===== config.mk =====
export PLATFORM = sky130hd
export DESIGN_NAME = uart_rx
export DESIGN_NICKNAME = d
export VERILOG_FILES = /design/src/rtl/uart_rx.sv
export SDC_FILE = /design/constraint.sdc
export NUM_CORES = 1
export LEC_CHECK = 0
export CAP_MARGIN = 10
export CORE_MARGIN = 5
export CORE_UTILIZATION = 50
export CTS_CLUSTER_DIAMETER = 100
export DETAILED_ROUTE_END_ITERATION = 10
export PLACE_DENSITY = 0.74
export SLEW_MARGIN = 20
export SYNTH_ARGS = -nofsm -noshare
export SYNTH_HDL_FRONTEND = slang
export SYNTH_SLANG_ARGS = --single-unit

===== constraint.sdc =====
create_clock -name clk -period 3.19 [get_ports clk]
set_input_delay 0.4785 -clock clk [delete_from_list [all_inputs] [get_ports clk]]
set_output_delay 0.4785 -clock clk [all_outputs]
set_load 0.02 [all_outputs]

===== src/rtl/uart_rx.sv =====
// uart_rx: oversampling UART receiver.
//
// Rebuilds one parallel word from an idle-high serial line. The frame is a start
// bit (0), DATA_WIDTH data bits LSB first, an optional parity bit and a stop bit (1).
// Each bit lasts OVERSAMPLE clock cycles. The bit value is a 3-sample majority vote
// taken around mid-bit.
//
// Ports:
//   clk        receiver clock, OVERSAMPLE x bit rate
//   rst        asynchronous reset, active low
//   RX_in      serial line, asynchronous to clk, idle high
//   par_en     1 = frame carries a parity bit (latched at frame start)
//   par_typ    0 = even, 1 = odd parity (latched at frame start)
//   p_data     last correctly received word
//   data_valid 1-cycle pulse, p_data updated in the same cycle
//   par_err    1-cycle pulse, parity mismatch on the finished frame
//   stp_err    1-cycle pulse, stop bit sampled 0
//   busy       high while a frame is in progress
module uart_rx #(
  parameter int DATA_WIDTH = 8,
  parameter int OVERSAMPLE = 8
) (
  input  logic                  clk,
  input  logic                  rst,
  input  logic                  RX_in,
  input  logic                  par_en,
  input  logic                  par_typ,
  output logic [DATA_WIDTH-1:0] p_data,
  output logic                  data_valid,
  output logic                  par_err,
  output logic                  stp_err,
  output logic                  busy
);

  localparam int CNT_W = $clog2(OVERSAMPLE);
  localparam int BIT_W = (DATA_WIDTH > 1) ? $clog2(DATA_WIDTH) : 1;

  // The counter value is compared in the cycle before the edge that advances it.
  // A sample "at" count k is therefore registered on the edge where the counter
  // moves to k. Likewise, the decision is registered on the edge that reaches
  // OVERSAMPLE/2+1.
  localparam logic [CNT_W-1:0] SAMPLE_0 = CNT_W'(OVERSAMPLE/2 - 2);
  localparam logic [CNT_W-1:0] SAMPLE_1 = CNT_W'(OVERSAMPLE/2 - 1);
  localparam logic [CNT_W-1:0] DECIDE   = CNT_W'(OVERSAMPLE/2);
  localparam logic [CNT_W-1:0] LAST_CNT = CNT_W'(OVERSAMPLE - 1);
  localparam logic [BIT_W-1:0] LAST_BIT = BIT_W'(DATA_WIDTH - 1);

  typedef enum logic [2:0] {IDLE, START, DATA, PARITY, STOP} state_t;

  state_t                  state;
  state_t                  next_state;
  logic                    sync1;
  logic                    sync2;
  logic                    prev;
  logic [CNT_W-1:0]        edge_cnt;
  logic [BIT_W-1:0]        bit_cnt;
  logic                    samp0;
  logic                    samp1;
  logic [DATA_WIDTH-1:0]   shift_reg;
  logic                    par_en_l;
  logic                    par_typ_l;
  logic                    par_bad;

  logic voted;
  logic decide;
  logic wrap;
  logic fall;
  logic start_frame;
  logic shift_en;
  logic par_check;
  logic finish;

  assign voted  = (samp0 & samp1) | (samp0 & sync2) | (samp1 & sync2);
  assign decide = (edge_cnt == DECIDE);
  assign wrap   = (edge_cnt == LAST_CNT);
  assign fall   = prev & ~sync2;
  assign busy   = (state != IDLE);

  // State register.
  always_ff @(posedge clk or negedge rst) begin
    if (!rst) state <= IDLE;
    else      state <= next_state;
  end

  // Next-state logic and the one-cycle strobes that steer the datapath.
  // The stop bit is resolved at mid-bit, so a back-to-back start edge is not missed.
  always_comb begin
    next_state  = state;
    start_frame = 1'b0;
    shift_en    = 1'b0;
    par_check   = 1'b0;
    finish      = 1'b0;
    case (state)
      IDLE: begin
        if (fall) begin
          next_state  = START;
          start_frame = 1'b1;
        end
      end
      START: begin
        if (decide && voted) next_state = IDLE;
        else if (wrap)       next_state = DATA;
      end
      DATA: begin
        shift_en = decide;
        if (wrap && bit_cnt == LAST_BIT) next_state = par_en_l ? PARITY : STOP;
      end
      PARITY: begin
        par_check = decide;
        if (wrap) next_state = STOP;
      end
      STOP: begin
        if (decide) begin
          finish     = 1'b1;
          next_state = IDLE;
        end
      end
      default: next_state = IDLE;
    endcase
  end

  // Line synchronizer plus a delayed copy for falling-edge detection.
  // Reset to idle-high so that leaving reset never looks like a start bit.
  always_ff @(posedge clk or negedge rst) begin
    if (!rst) begin
      sync1 <= 1'b1;
      sync2 <= 1'b1;
      prev  <= 1'b1;
    end else begin
      sync1 <= RX_in;
      sync2 <= sync1;
      prev  <= sync2;
    end
  end

  // Bit-timing counters and the two early majority samples.
  always_ff @(posedge clk or negedge rst) begin
    if (!rst) begin
      edge_cnt <= '0;
      bit_cnt  <= '0;
      samp0    <= 1'b1;
      samp1    <= 1'b1;
    end else begin
      if (state == IDLE || next_state == IDLE) edge_cnt <= '0;
      else if (wrap)                           edge_cnt <= '0;
      else                                     edge_cnt <= edge_cnt + 1'b1;

      if (state != DATA)                 bit_cnt <= '0;
      else if (wrap && bit_cnt == LAST_BIT) bit_cnt <= '0;
      else if (wrap)                     bit_cnt <= bit_cnt + 1'b1;

      if (edge_cnt == SAMPLE_0) samp0 <= sync2;
      if (edge_cnt == SAMPLE_1) samp1 <= sync2;
    end
  end

  // Frame datapath: per-frame parity settings, shift register, parity result
  // and the registered result pulses.
  always_ff @(posedge clk or negedge rst) begin
    if (!rst) begin
      par_en_l   <= 1'b0;
      par_typ_l  <= 1'b0;
      shift_reg  <= '0;
      par_bad    <= 1'b0;
      p_data     <= '0;
      data_valid <= 1'b0;
      par_err    <= 1'b0;
      stp_err    <= 1'b0;
    end else begin
      if (start_frame) begin
        par_en_l  <= par_en;
        par_typ_l <= par_typ;
        par_bad   <= 1'b0;
      end
      if (shift_en)  shift_reg[bit_cnt] <= voted;
      if (par_check) par_bad <= ((^shift_reg) ^ par_typ_l) != voted;

      data_valid <= finish & voted & ~par_bad;
      par_err    <= finish & par_bad;
      stp_err    <= finish & ~voted;
      if (finish && voted && !par_bad) p_data <= shift_reg;
    end
  end

endmodule


======== Word-level counts from Yosys, hierarchy flattened ========
Index checks and enable logic that the tools add are counted.
word-level totals
  bits in registers ....................... 36
  bits of input ports ..................... 5
  output and inout port bits .............. 12
  word-level logic and storage cells ...... 82
cells by class
  add/sub/neg operators ................... 2
  order comparisons ....................... 2
  equality and inequality tests ........... 11
  multiplexer cells ....................... 24
  bitwise operators ....................... 14
  reductions and logical operators ........ 13
operators with widths
  kind                                                                   count
  3-bit 2-to-1 mux                                                       12
  3-bit case mux with 5 select lines                                     1
  3-bit by 2-bit equality test with 1-bit output, second input constant  4
  3-bit equality test, second input constant                             4
  1-bit 2-to-1 mux                                                       9
  1-bit AND                                                              8
  8-bit bitwise mux                                                      1
  8-bit XOR reduction                                                    1
  3-bit by 1-bit adder with 3-bit output, second input constant          2
  3-bit logical NOT                                                      2
  3-bit nonzero test                                                     2
  1-bit logical AND                                                      5
  3-bit by 4-bit < comparator with 1-bit output, second input constant   1
  1-bit demux with 3-bit select                                          1
  3-bit by 1-bit equality test with 1-bit output, second input constant  1
  3-bit by 1-bit >= comparator with 1-bit output, second input constant  1
  3-bit by 2-bit != test with 1-bit output, second input constant        1
  1-bit NOT                                                              3
  1-bit bitwise OR                                                       2
  2-bit nonzero test                                                     1
  1-bit logical NOT                                                      1
  1-bit logical OR                                                       1
  1-bit != test                                                          1
  1-bit XOR                                                              1

======== Depth between registers and ports, before layout ========
  word-level depth ........................ 9
  depth in mapped cells ................... 7
  depth with buffers taken out ............ 6

======== Least setup slack after synthesis ========
Ideal clock, no wire load.
  path kind ............................... reg2reg
  from .................................... register edge_cnt[0]
  to ...................................... register shift_reg[2]
  setup time .............................. 0.125 ns
  arrival time ............................ 1.779 ns
  data required time ...................... 3.065 ns
  path slack .............................. 1.286 ns
  stages on the path, launching flop included .. 7
  path buffers ............................ 0
  clock period less this slack ............ 1.904 ns
  cells stage by stage .................... dfrtp_1 inv_1 ha_1 nand2_2 or4_4 nor3b_2 mux2_2
between the ends
  word-level cells in the longest chain between the ends .. 2
ends and longest elaborated chain
  item                           line  RTL
  start, declared                55    logic [CNT_W-1:0] edge_cnt;
  start signal, assigned         146   else edge_cnt <= edge_cnt + 1'b1;
  3-bit equality test            74    assign decide = (edge_cnt == DECIDE);
  1-bit 2-to-1 mux               93    case (state)
  end signal, assigned by index  175   if (shift_en) shift_reg[bit_cnt] <= voted;
  end, declared                  59    logic [DATA_WIDTH-1:0] shift_reg;
No other way between the ends.
A chain may end at the register's enable or synchronous reset.

======== Worst setup path in the final report ========
  from .................................... register state[2]
  to ...................................... output port busy
between the ends
  word-level cells in the longest chain between the ends .. 1
ends and longest elaborated chain
  item                    line  RTL
  start, declared         50    state_t state;
  start signal, assigned  82    else state <= next_state;
  3-bit nonzero test      77    assign busy = (state != IDLE);
  end, declared           32    output logic busy
No other way between the ends.

==> results.md <==
- Chip Height: 68.4 um
- Power, Total: 1.23 mW
- Setup Crit Path Kind: reg2out
- Peak Freq: 437 MHz
- Initial Util: 51.5%
- CTS sink count: 36
- Initial antenna violation count: 0
- CTS tree: yes
- Leak: 0.893 nW
- Multi-input combinational cell area: 743 um2
- GRT Residual Overflow: 0
- Mapped cell area: 0.00171 mm2
- CP arrival: 1.81 ns
- CTS max path bufs: 2
- Setup TNS: 0 ns
- RD Place Congestion: 0.865
- Reg-to-reg critical path startpoint: edge_cnt[0]
- Core Area: 0.00331 mm2
- Critical path endpoint category: output port
- Async SR Flop Fraction: 100%
- RSZ-0062 raised after global routing: no
- Distinct cells, synth: 41
- Number of setup buffers added after CTS: 0
- Vias in the first global route: 1055
- Min-Delay Endpoint: sync2
- Htree depth: 2
- Tcrit/Tclk final: 71.7%
- Sequential fraction of the synthesis area: 53.2%
- Post-synth EDFFs: 0
- Worst Path Buf+Inv: 1
- Avg WL per Cell: 13.8 um
- # rows: 21
- Cts hold-fix bufs: 0
- Dpl hpwl: 2.05 mm
- Worst skew pair latency: 0.34 ns
- Slew Limit Headroom: 56.9%
- Placed Area: 0.00190 mm2
- Die area: 0.00468 mm2
- Critical path cell sequence: or3_1, clkdlybuf4s50_1
- Clk root buf: clkbuf_4
- Layout Cell Area excl Fill: 0.00198 mm2
- Post-layout net count: 170
- Clock Pin Slew Worst Setup and Hold Paths: 0.10 ns
- Final Hold Violating Endpoints: 0
- Synth Register Bits: 36
- Final Slew Violations: 0
- First-pass GRT wire length: 4.95 mm
- Global-route usage over all layers: 14.8%
- Slowest stage delay, CP: 0.56 ns
- Die X: 68.4 um
- # port buffers: 16
- Setup violators final: 0
- DR pass1 iterations: 4
- Synth area leader: dfrtp_1
- Flop2flop setup slack: 1.16 ns
- FILL cells: 272
- CTS resizes: 0
- Mapped Cells: 140
- FF-to-FF path depth: 6
- Yosys Warn Count: 0
- Synth Flop Type: dfrtp_1
- Worst vdd ir: 0.312 mV
- DR vias/cell: 5.31
- Layout cells sized above 1: 25.8%
- DRT iter0 DRCs: 103
- Yosys top cell area share: 45.5%
- Peak fanout along the critical path: 12
- Commonest non-fill, non-tap cells in the layout: dfrtp_1, mux2_2, clkdlybuf4s50_1, nor2_1
- Pwr dens: 622 mW/mm2
- Reg2Reg Capture Point: shift_reg[2]
- Most common cell after layout, fill and taps aside: dfrtp_1
- Mapped Nets: 152
- Number of max-cap violations: 0
- Largest net degree at the start of global routing: 37
- I/O pin count: 17
- Crit-path leading delay family: buffers and inverters
- Layout area overhead: 16.0%
- Worst endpoint required time: 2.71 ns
- Antenna Diode Count: 0
- Hold crit path type: reg2reg
- Most area-consuming cells after synthesis: dfrtp_1, mux2_2, dfstp_2, ha_1, xnor2_1
- Reg area: 907 um2
- Run status: finished clean
- CP startpoint kind: flop
- CTS Buf Count: 5
- Mean Syn Cell Area: 12.2 um2
- Worst Tran Pin Value: 0.641 ns
- Hold depth: 0
- Max Clock Skew: 0.00938 ns
- Hold path startpoint: sync1
- Drc violations: 0
- Final ANT Viol Nets: 0
- Post-route minimum period: 2.29 ns
- Routed Wire Length: 2.82 mm
- DR vias: 1089
- Critical path's slowest cell: clkdlybuf4s50_1
-- area by class of cell --
class | count | share of cell area, %
Multi-Input combinational cell | 91 | 37.6
Timing Repair Buffer | 17 | 8.48
Inverter | 7 | 1.33
Clock buffer | 6 | 2.09
Clock inverter | 2 | 1.77
Sequential cell | 36 | 45.9
Tap cell | 46 | 2.91
-- Yosys cell counts, drive strengths merged, types with 2 or more instances --
library cell and n:
dfrtp 31, mux2 19, nor2 10, ha 7
inv 7, nand2 6, xnor2 6, dfstp 5
buf 4, nand3b 4, nor3 4, a21oi 3
nand2b 3, nor3b 3, clkbuf 2, nand3 2
nand4 2, nor2b 2, o21ai 2, or2 2
-- per-stage QoR --
step | cells | hold WS (ns) | setup WS [ns] | utilization [%]
global route | 205 | 0.365 | 0.821 | 59.8
detailed placement | 197 | 0.347 | 1.17 | 57.4
finish | 205 | 0.360 | 0.902 | 59.8
CTS | 205 | 0.362 | 0.888 | 59.8
floorplan | 140 | 0.183 | 1.29 | -
global placement | 197 | 0.346 | 1.21 | 57.4
-- how the worst max path moves through the flow --
| stage | cells after the start | endpoint | from | slack, ns |
|---|---|---|---|---|
| after global routing | 2 | busy | state[2] | 0.82 |
| final | 2 | busy | state[2] | 0.90 |
| after floorplan | 6 | shift_reg[2] | edge_cnt[0] | 1.29 |
| after global placement | 6 | shift_reg[0] | edge_cnt[0] | 1.21 |
| after detailed placement | 6 | shift_reg[2] | edge_cnt[0] | 1.17 |
| after CTS | 2 | busy | state[2] | 0.89 |
-- logic make-up (layout without fill, tap and decap cells) --
logic type	count (synthesis)	after routing	share of synthesized area, %
AND/OR/NAND/NOR	43	43	14.9
XOR/XNOR	8	8	4.92
flip-flops	36	36	53.2
buffers and inverters	13	32	3.23
AO/OA/AOI/OAI	12	12	4.84
adder cells (fa/ha/maj)	8	8	5.80
multiplexers	20	20	13.1
-- power breakdown --
part / internal [mW] / switching (mW)
Clock: 0.164 / 0.147
Sequential: 0.534 / 0.0665
Combinational: 0.152 / 0.166
Total: 0.850 / 0.380
-- per-layer routing --
| layer | vias up | track usage, % | wire length (um) |
|---|---|---|---|
| met5 | - | 0 | 0 |
| met1 | 531 | 19.3 | 1270 |
| met2 | 32 | 22.4 | 1340 |
| met4 | 0 | 8.19 | 77 |
| met3 | 9 | 3.45 | 139 |
| li1 | 517 | - | - |
Power figures use the tool's default switching activity.
